===== config.mk =====
export PLATFORM = sky130hd
export DESIGN_NAME = prio_encoder_pipe
export DESIGN_NICKNAME = d
export VERILOG_FILES = /design/src/rtl/prio_encoder_pipe.sv
export SDC_FILE = /design/constraint.sdc
export NUM_CORES = 1
export LEC_CHECK = 0
export BUFFER_PORTS_ARGS = -buffer_cell sky130_fd_sc_hd__buf_2
export CORE_MARGIN = 8
export CORE_UTILIZATION = 37
export CTS_BUF_LIST = sky130_fd_sc_hd__clkbuf_4
export DETAILED_ROUTE_END_ITERATION = 8
export PLACE_DENSITY = 0.6
export SYNTH_ARGS = -nofsm -noshare
export SYNTH_HDL_FRONTEND = slang
export SYNTH_SLANG_ARGS = --single-unit
export TNS_END_PERCENT = 30

===== constraint.sdc =====
create_clock -name clk -period 4.9 [get_ports clk]
set_input_delay 0.49 -clock clk [delete_from_list [all_inputs] [get_ports clk]]
set_output_delay 0.49 -clock clk [all_outputs]
set_load 0.01 [all_outputs]

===== src/rtl/prio_encoder_pipe.sv =====
// Two-stage pipelined priority encoder: stage 1 encodes fixed-size groups,
// stage 2 picks the winning group, honouring a per-vector LSB/MSB-first mode.
module prio_encoder_pipe #(
   parameter int WIDTH = 18,
   parameter int IDX_W = 5,
   parameter int GROUP = 4
) (
   input  logic             clk,
   input  logic             rst_n,
   input  logic             in_valid,
   output logic             in_ready,
   input  logic [WIDTH-1:0] in_vec,
   input  logic             in_msb_first,
   output logic             out_valid,
   input  logic             out_ready,
   output logic [IDX_W-1:0] out_index,
   output logic             out_zero
);

   localparam int NG = (WIDTH + GROUP - 1) / GROUP;
   localparam int LW = (GROUP > 1) ? $clog2(GROUP) : 1;
   localparam int GW = (NG > 1) ? $clog2(NG) : 1;
   localparam int PW = NG * GROUP;

   generate
      if (WIDTH < 2 || WIDTH > 64) begin : g_width_chk
         $error("prio_encoder_pipe: WIDTH must be in 2..64");
      end
      if ((64'd1 << IDX_W) < 64'(WIDTH)) begin : g_idx_chk
         $error("prio_encoder_pipe: IDX_W too narrow for WIDTH");
      end
   endgenerate

   logic                   s1_valid_q, s1_valid_d;
   logic                   s1_msb_q, s1_msb_d;
   logic [NG-1:0]          s1_any_q, s1_any_d;
   logic [NG-1:0][LW-1:0]  s1_lidx_q, s1_lidx_d;
   logic                   out_valid_q, out_valid_d;
   logic [IDX_W-1:0]       out_index_q, out_index_d;
   logic                   out_zero_q, out_zero_d;

   logic                   s1_load;
   logic                   s2_load;
   logic [PW-1:0]          pad_vec;
   logic [GW-1:0]          grp_sel;

   // Handshake: a transfer happens on a rising edge with valid && ready on the
   // same port; valid holds its payload until taken, ready never looks at valid.
   assign s2_load  = s1_valid_q && (!out_valid_q || out_ready);
   assign in_ready = !s1_valid_q || s2_load;
   assign s1_load  = in_valid && in_ready;

   always_comb begin
      pad_vec              = '0;
      pad_vec[WIDTH-1:0]   = in_vec;
      s1_valid_d           = s1_load || (s1_valid_q && !s2_load);
      s1_msb_d             = s1_msb_q;
      s1_any_d             = s1_any_q;
      s1_lidx_d            = s1_lidx_q;
      if (s1_load) begin
         s1_msb_d = in_msb_first;
         for (int g = 0; g < NG; g++) begin
            s1_any_d[g]  = |pad_vec[g*GROUP +: GROUP];
            s1_lidx_d[g] = '0;
            // Scan order is chosen so the last hit is the winner for the mode.
            for (int j = 0; j < GROUP; j++) begin
               if (in_msb_first) begin
                  if (pad_vec[g*GROUP + j]) s1_lidx_d[g] = LW'(j);
               end else begin
                  if (pad_vec[g*GROUP + GROUP - 1 - j]) s1_lidx_d[g] = LW'(GROUP - 1 - j);
               end
            end
         end
      end
   end

   always_comb begin
      grp_sel = '0;
      for (int g = NG - 1; g >= 0; g--) begin
         if (s1_any_q[g] && !s1_msb_q) grp_sel = GW'(g);
      end
      for (int g = 0; g < NG; g++) begin
         if (s1_any_q[g] && s1_msb_q) grp_sel = GW'(g);
      end
      out_valid_d = s2_load || (out_valid_q && !out_ready);
      out_index_d = out_index_q;
      out_zero_d  = out_zero_q;
      if (s2_load) begin
         out_zero_d  = ~|s1_any_q;
         out_index_d = out_zero_d ? '0
                     : IDX_W'(int'(grp_sel) * GROUP + int'(s1_lidx_q[grp_sel]));
      end
   end

   always_ff @(posedge clk or negedge rst_n) begin
      if (!rst_n) begin
         s1_valid_q  <= 1'b0;
         s1_msb_q    <= 1'b0;
         s1_any_q    <= '0;
         s1_lidx_q   <= '0;
         out_valid_q <= 1'b0;
         out_index_q <= '0;
         out_zero_q  <= 1'b0;
      end else begin
         s1_valid_q  <= s1_valid_d;
         s1_msb_q    <= s1_msb_d;
         s1_any_q    <= s1_any_d;
         s1_lidx_q   <= s1_lidx_d;
         out_valid_q <= out_valid_d;
         out_index_q <= out_index_d;
         out_zero_q  <= out_zero_d;
      end
   end

   assign out_valid = out_valid_q;
   assign out_index = out_index_q;
   assign out_zero  = out_zero_q;

endmodule


After elaboration in Yosys (flattened, before gate mapping)
Cells that the tools add are included.

operators by class
  add/subtract/negate cells = 1
  order comparisons = 1
  multiplexer cells = 63
  reductions and logical operators = 30

operator list
  kind                                                                          count
  2-bit 2-to-1 mux                                                              49
  3-bit 2-to-1 mux                                                              10
  4-bit OR reduction                                                            4
  1-bit logical AND                                                             14
  2-bit binary-select mux with 3-bit select                                     1
  1-bit zero test                                                               6
  5-bit by 2-bit adder with 5-bit output                                        1
  5-bit 2-to-1 mux                                                              1
  5-bit OR reduction                                                            1
  1-bit logical OR                                                              4
  3-bit by 4-bit less-than comparator with 1-bit output, second input constant  1
  1-bit 2-to-1 mux                                                              2
  2-bit OR reduction                                                            1

word-level totals
  register bits = 24
  bits of input ports = 23
  output and inout bits = 8
  logic and storage cells = 106

Longest topological paths before layout
  depth after elaboration = 16
  mapped depth = 6
  depth with buffers taken out = 5

Least setup slack after synthesis
OpenSTA, ideal clock, no wires.

  kind = register to register
  start = reg s1_any_q[4]
  end = reg out_index_q[1], in the netlist out_index[1]
  setup time = 0.122 ns
  arrival time = 1.524 ns
  data required time = 4.778 ns
  slack = 3.254 ns
  cell stages (with the launch flop) = 6
  path buffers = 0
  period minus slack after synthesis = 1.646 ns
  path through = dfrtp_1 -> nand2b_1 -> o21bai_4 -> nand2_2 -> mux4_2 -> a32o_1

on the way
  cells in the longest elaborated chain, start to end = 15
  elaborated cells on any way between the ends = 17
  those cells by class = add/sub (1); mux (13); reduce/logical (3)

RTL lines
  element                                    RTL line  source
  start, declared                            36        logic [NG-1:0] s1_any_q, s1_any_d;
  start signal, assigned                     107       s1_any_q <= s1_any_d;
  1-bit logical AND                          80        if (s1_any_q[g] && !s1_msb_q) grp_sel = GW'(g);
  3-bit 2-to-1 mux (5 in a row)              80
  3-bit 2-to-1 mux (5 in a row)              83        if (s1_any_q[g] && s1_msb_q) grp_sel = GW'(g);
  2-bit binary-select mux with 3-bit select  91        : IDX_W'(int'(grp_sel) * GROUP + int'(s1_lidx_q[grp_sel]));
  2-bit 2-to-1 mux (implied by the code)     91
  5-bit by 2-bit adder with 5-bit output     91
  5-bit 2-to-1 mux *                         90        out_index_d = out_zero_d ? '0
  end signal, assigned                       110       out_index_q <= out_index_d;
  end, declared                              39        logic [IDX_W-1:0] out_index_q, out_index_d;

Every way passes the cells marked *; elsewhere a longest branch is shown, timed or not. The select of a mux whose other input is x is not followed.
A chain may end at the register's enable or synchronous reset.

Worst setup path after layout
Ends and elaborated chain as after synthesis.

==> results by group <==
Setup path
  – R2R Path Start: s1_any_q[4]
  – Critical path cell sequence: nand2b_1 -> o21bai_4 -> nand2_2 -> mux4_2 -> a32o_1
  – Slowest cell on crit path: mux4_2
  – Reg2reg end: out_index[1]
  – Slowest cell delay on critical path: 0.51 ns
  – Crit start category: flip-flop
  – CP max FO: 4
  – CP endpoint kind: flip-flop
  – Setup slack, reg-to-reg: slightly above 3 ns
  – R2r worst-path depth: 5
  – Critical path origin: s1_any_q[4]
  – Worst EP required: 5.11 ns
  – Worst Setup EP: out_index[1]
  – Data arrival, critical path: 2.01 ns
  – Crit path kind: flip-flop to flip-flop

Clock tree
  – Clock-pin slew on the worst setup and hold paths: 0.12 ns
  – Post-CTS Resized: 0
  – CTS buffer count: 3
  – Hold Buf Count CTS: 0
  – Setup bufs post-CTS: 0
  – Max clock buf depth: 2
  – Clock sinks: 23
  – Root Buffer: clkbuf_4
  – CTS tree: yes
  – Clk_lat worst skew: 0.31 ns
  – H-tree depth: 1

Floorplanning
  – Core Area: around 0.003 mm2
  – Initial core utilization: 0.384
  – Die area: 0.00516 mm2
  – Die Ht: 71.8 um
  – Row count: 20
  – Die width: 71.8 um
  – IO Count: 31

Logic synthesis
  – FFs w/ async S/R, synth: 1.00
  – Synth top area share: 0.499
  – Top cells by count, synth: 23 x dfrtp_1, 20 x nand2_1, 19 x o21ai_0, 9 x a21oi_1, 9 x nor2_1
  – Top cells by area, synth: dfrtp_1 50%, o21ai_0 8.3%, nand2_1 6.5%, o22ai_1 4.3%, a21oi_1 3.9%
  – #FFs+latches synth: 23
  – Yosys top cell by area: dfrtp_1
  – Yosys warnings: 0
  – Syn_nets: 150
  – Post-Syn Area: 0.00115 mm2
  – Top FF cell, synth: dfrtp_1
  – Post-Syn Instances: 127
  – Mapped Avg Cell Area: between 9 and 10 um2
  – Post-synth EDFFs: 0
  – Synth cell types: 27
  – Count leader, synth: dfrtp_1
  – Seq/Total Area, Yosys: 0.499

Min path
  – Hold WC Path Type: primary input to async pin

Pwr
  – Static Leakage: between 0.0006 and 0.0007 uW
  – Total power draw: around 450 uW
  – PD cells: 333 mW/mm2
  – Maximum vdd drop: 0.108 mV

STA
  – Fin crit share: 0.368
  – Max-slew violations: 0
  – Achievable frequency: 0.555 GHz
  – Worst Skew: 0.00142 ns
  – Final Hold Viols: 0
  – Final min period: 1.80 ns
  – Final setup fails: 0
  – Setup tns final: 0 ns
  – Relative slew slack: 0.490
  – Worst-margin pin slew: 0.764 ns
  – Unrepaired setup endpoints after global routing: false

Flow run
  – Max_cap viols: 0

Detailed routing
  – DRT iter0 DRCs: 29
  – Antenna Nets Post-Route: 0
  – Remaining DRCs: 0
  – Via-per-instance ratio: 5.34
  – Overall via count from detail_route: 1014
  – Post-Route WL: roughly 2.6 mm
  – DRT Pass-1 Iters: 4
  – Drt wl/cell: 13.9 um

Final layout
  – # diodes: 0
  – Seq. cell area: 576 um2
  – P&R area growth vs syn: 17.9%
  – Area taken by multi-input logic gates: 536 um2
  – # fillers: 302
  – Share of cells above drive strength 1: 0.255
  – Nets@finish: roughly 180
  – Design area: 0.00136 mm2

Global routing
  – Largest net degree at the start of global routing: 30
  – Grt ovf: 0
  – First-pass GRT wire length: 4.65 mm
  – Initial antenna violation count: 0
  – Tot GR Track Use: 0.110
  – Vias in the first global route: 1089

Placement
  – Area after DPL: 0.00133 mm2
  – Final HPWL DP: just over 2 mm
  – IO buf count: 30
  – GP Congestion: approximately 0.88

Run status
  – Status: finished clean
==> power breakdown <==
| part | total, uW | switching, uW | internal [uW] | leakage [uW] |
|---|---|---|---|---|
| logic | 113 | 61.1 | 51.7 | 0.000342 |
| registers | 245 | 23.9 | 221 | 0.000277 |
| clock network | 94.5 | 57.2 | 37.4 | 0.0000184 |
| total | 452 | 142 | 310 | 0.000638 |
==> kinds of logic (layout without fill, tap and decap cells) <==
group           count (synthesis)  count (layout)  share of synthesized area
mux                             3               3                     0.0380
buf+inv                        11              41                     0.0358
compound gates                 45              45                      0.240
flops                          23              23                      0.499
simple gates                   45              45                      0.187
==> through the flow <==
stage                     instances  setup slack, ns   util  hold slack (ns)
after detailed placement        186             2.99  0.443            0.467
after floorplan                 127             3.25      -            0.194
after CTS                       190             3.10  0.453            0.143
after global placement          186             3.03  0.443            0.460
after global routing            190             3.02  0.453            0.165
final                           190             3.10  0.453            0.123
==> critical path: cells and delay by family, from the launching register on <==
| kind | cells | cell delay (ns) |
|---|---|---|
| AO/OA/AOI/OAI | 2 | 0.47 |
| flip-flops | 1 | 0.43 |
| multiplexers | 1 | 0.51 |
| AND/OR/NAND/NOR | 2 | 0.30 |
==> cell usage in the layout, fill, tap and decap left out <==
| cell | count |
|---|---|
| o31ai_1 | 2 |
| nand2b_1 | 4 |
| o21bai_1 | 1 |
| a32o_1 | 1 |
| and2b_1 | 2 |
| inv_1 | 7 |
| nand2_1 | 20 |
| o21ai_2 | 1 |
| mux4_2 | 1 |
| a21oi_1 | 9 |
| nand3b_1 | 1 |
| nor2_1 | 9 |
| and4_2 | 1 |
| nand2_2 | 1 |
| a221oi_1 | 1 |
| o22ai_1 | 8 |
| mux2_2 | 1 |
| o21bai_4 | 1 |
| o21ai_0 | 19 |
| nor4_1 | 5 |
| or3_1 | 1 |
| mux2i_1 | 1 |
| a22o_1 | 1 |
| clkbuf_4 | 4 |
| dfrtp_1 | 23 |
| o311ai_0 | 1 |
| buf_2 | 30 |
| nor3_1 | 1 |
==> sequential cells by signal, indices dropped and copies added (netlist names) <==
register	cells
out_index	5
s1_lidx_q	9
out_valid	1
out_zero	1
s1_valid_q	1
s1_msb_q	1
s1_any_q	5
==> layout make-up <==
| type | instances | area share |
|---|---|---|
| flip-flops and latches | 23 | 0.424 |
| well taps | 33 | 0.0304 |
| multi-input cells | 93 | 0.394 |
| clock buffers | 4 | 0.0221 |
| inverters | 7 | 0.0193 |
| repair buffers | 30 | 0.110 |
==> layer usage <==
metal	track usage	part of all wire
met1	0.126	0.46
met2	0.184	0.46
met3	0.0265	0.059
met4	0.0544	0.021
met5	0	0
==> worst min-delay path by stage <==
stage	cells after the start	end	from	slack [ns]
floorplan	0	out_index[0]	rst_n	0.19
global placement	2	out_index[4]	out_index[4]	0.46
detailed placement	2	out_index[4]	out_index[4]	0.47
CTS	1	out_index[4]	rst_n	0.14
global route	1	out_index[4]	rst_n	0.17
finish	1	out_index[4]	rst_n	0.12
Power figures use the tool's default switching activity.
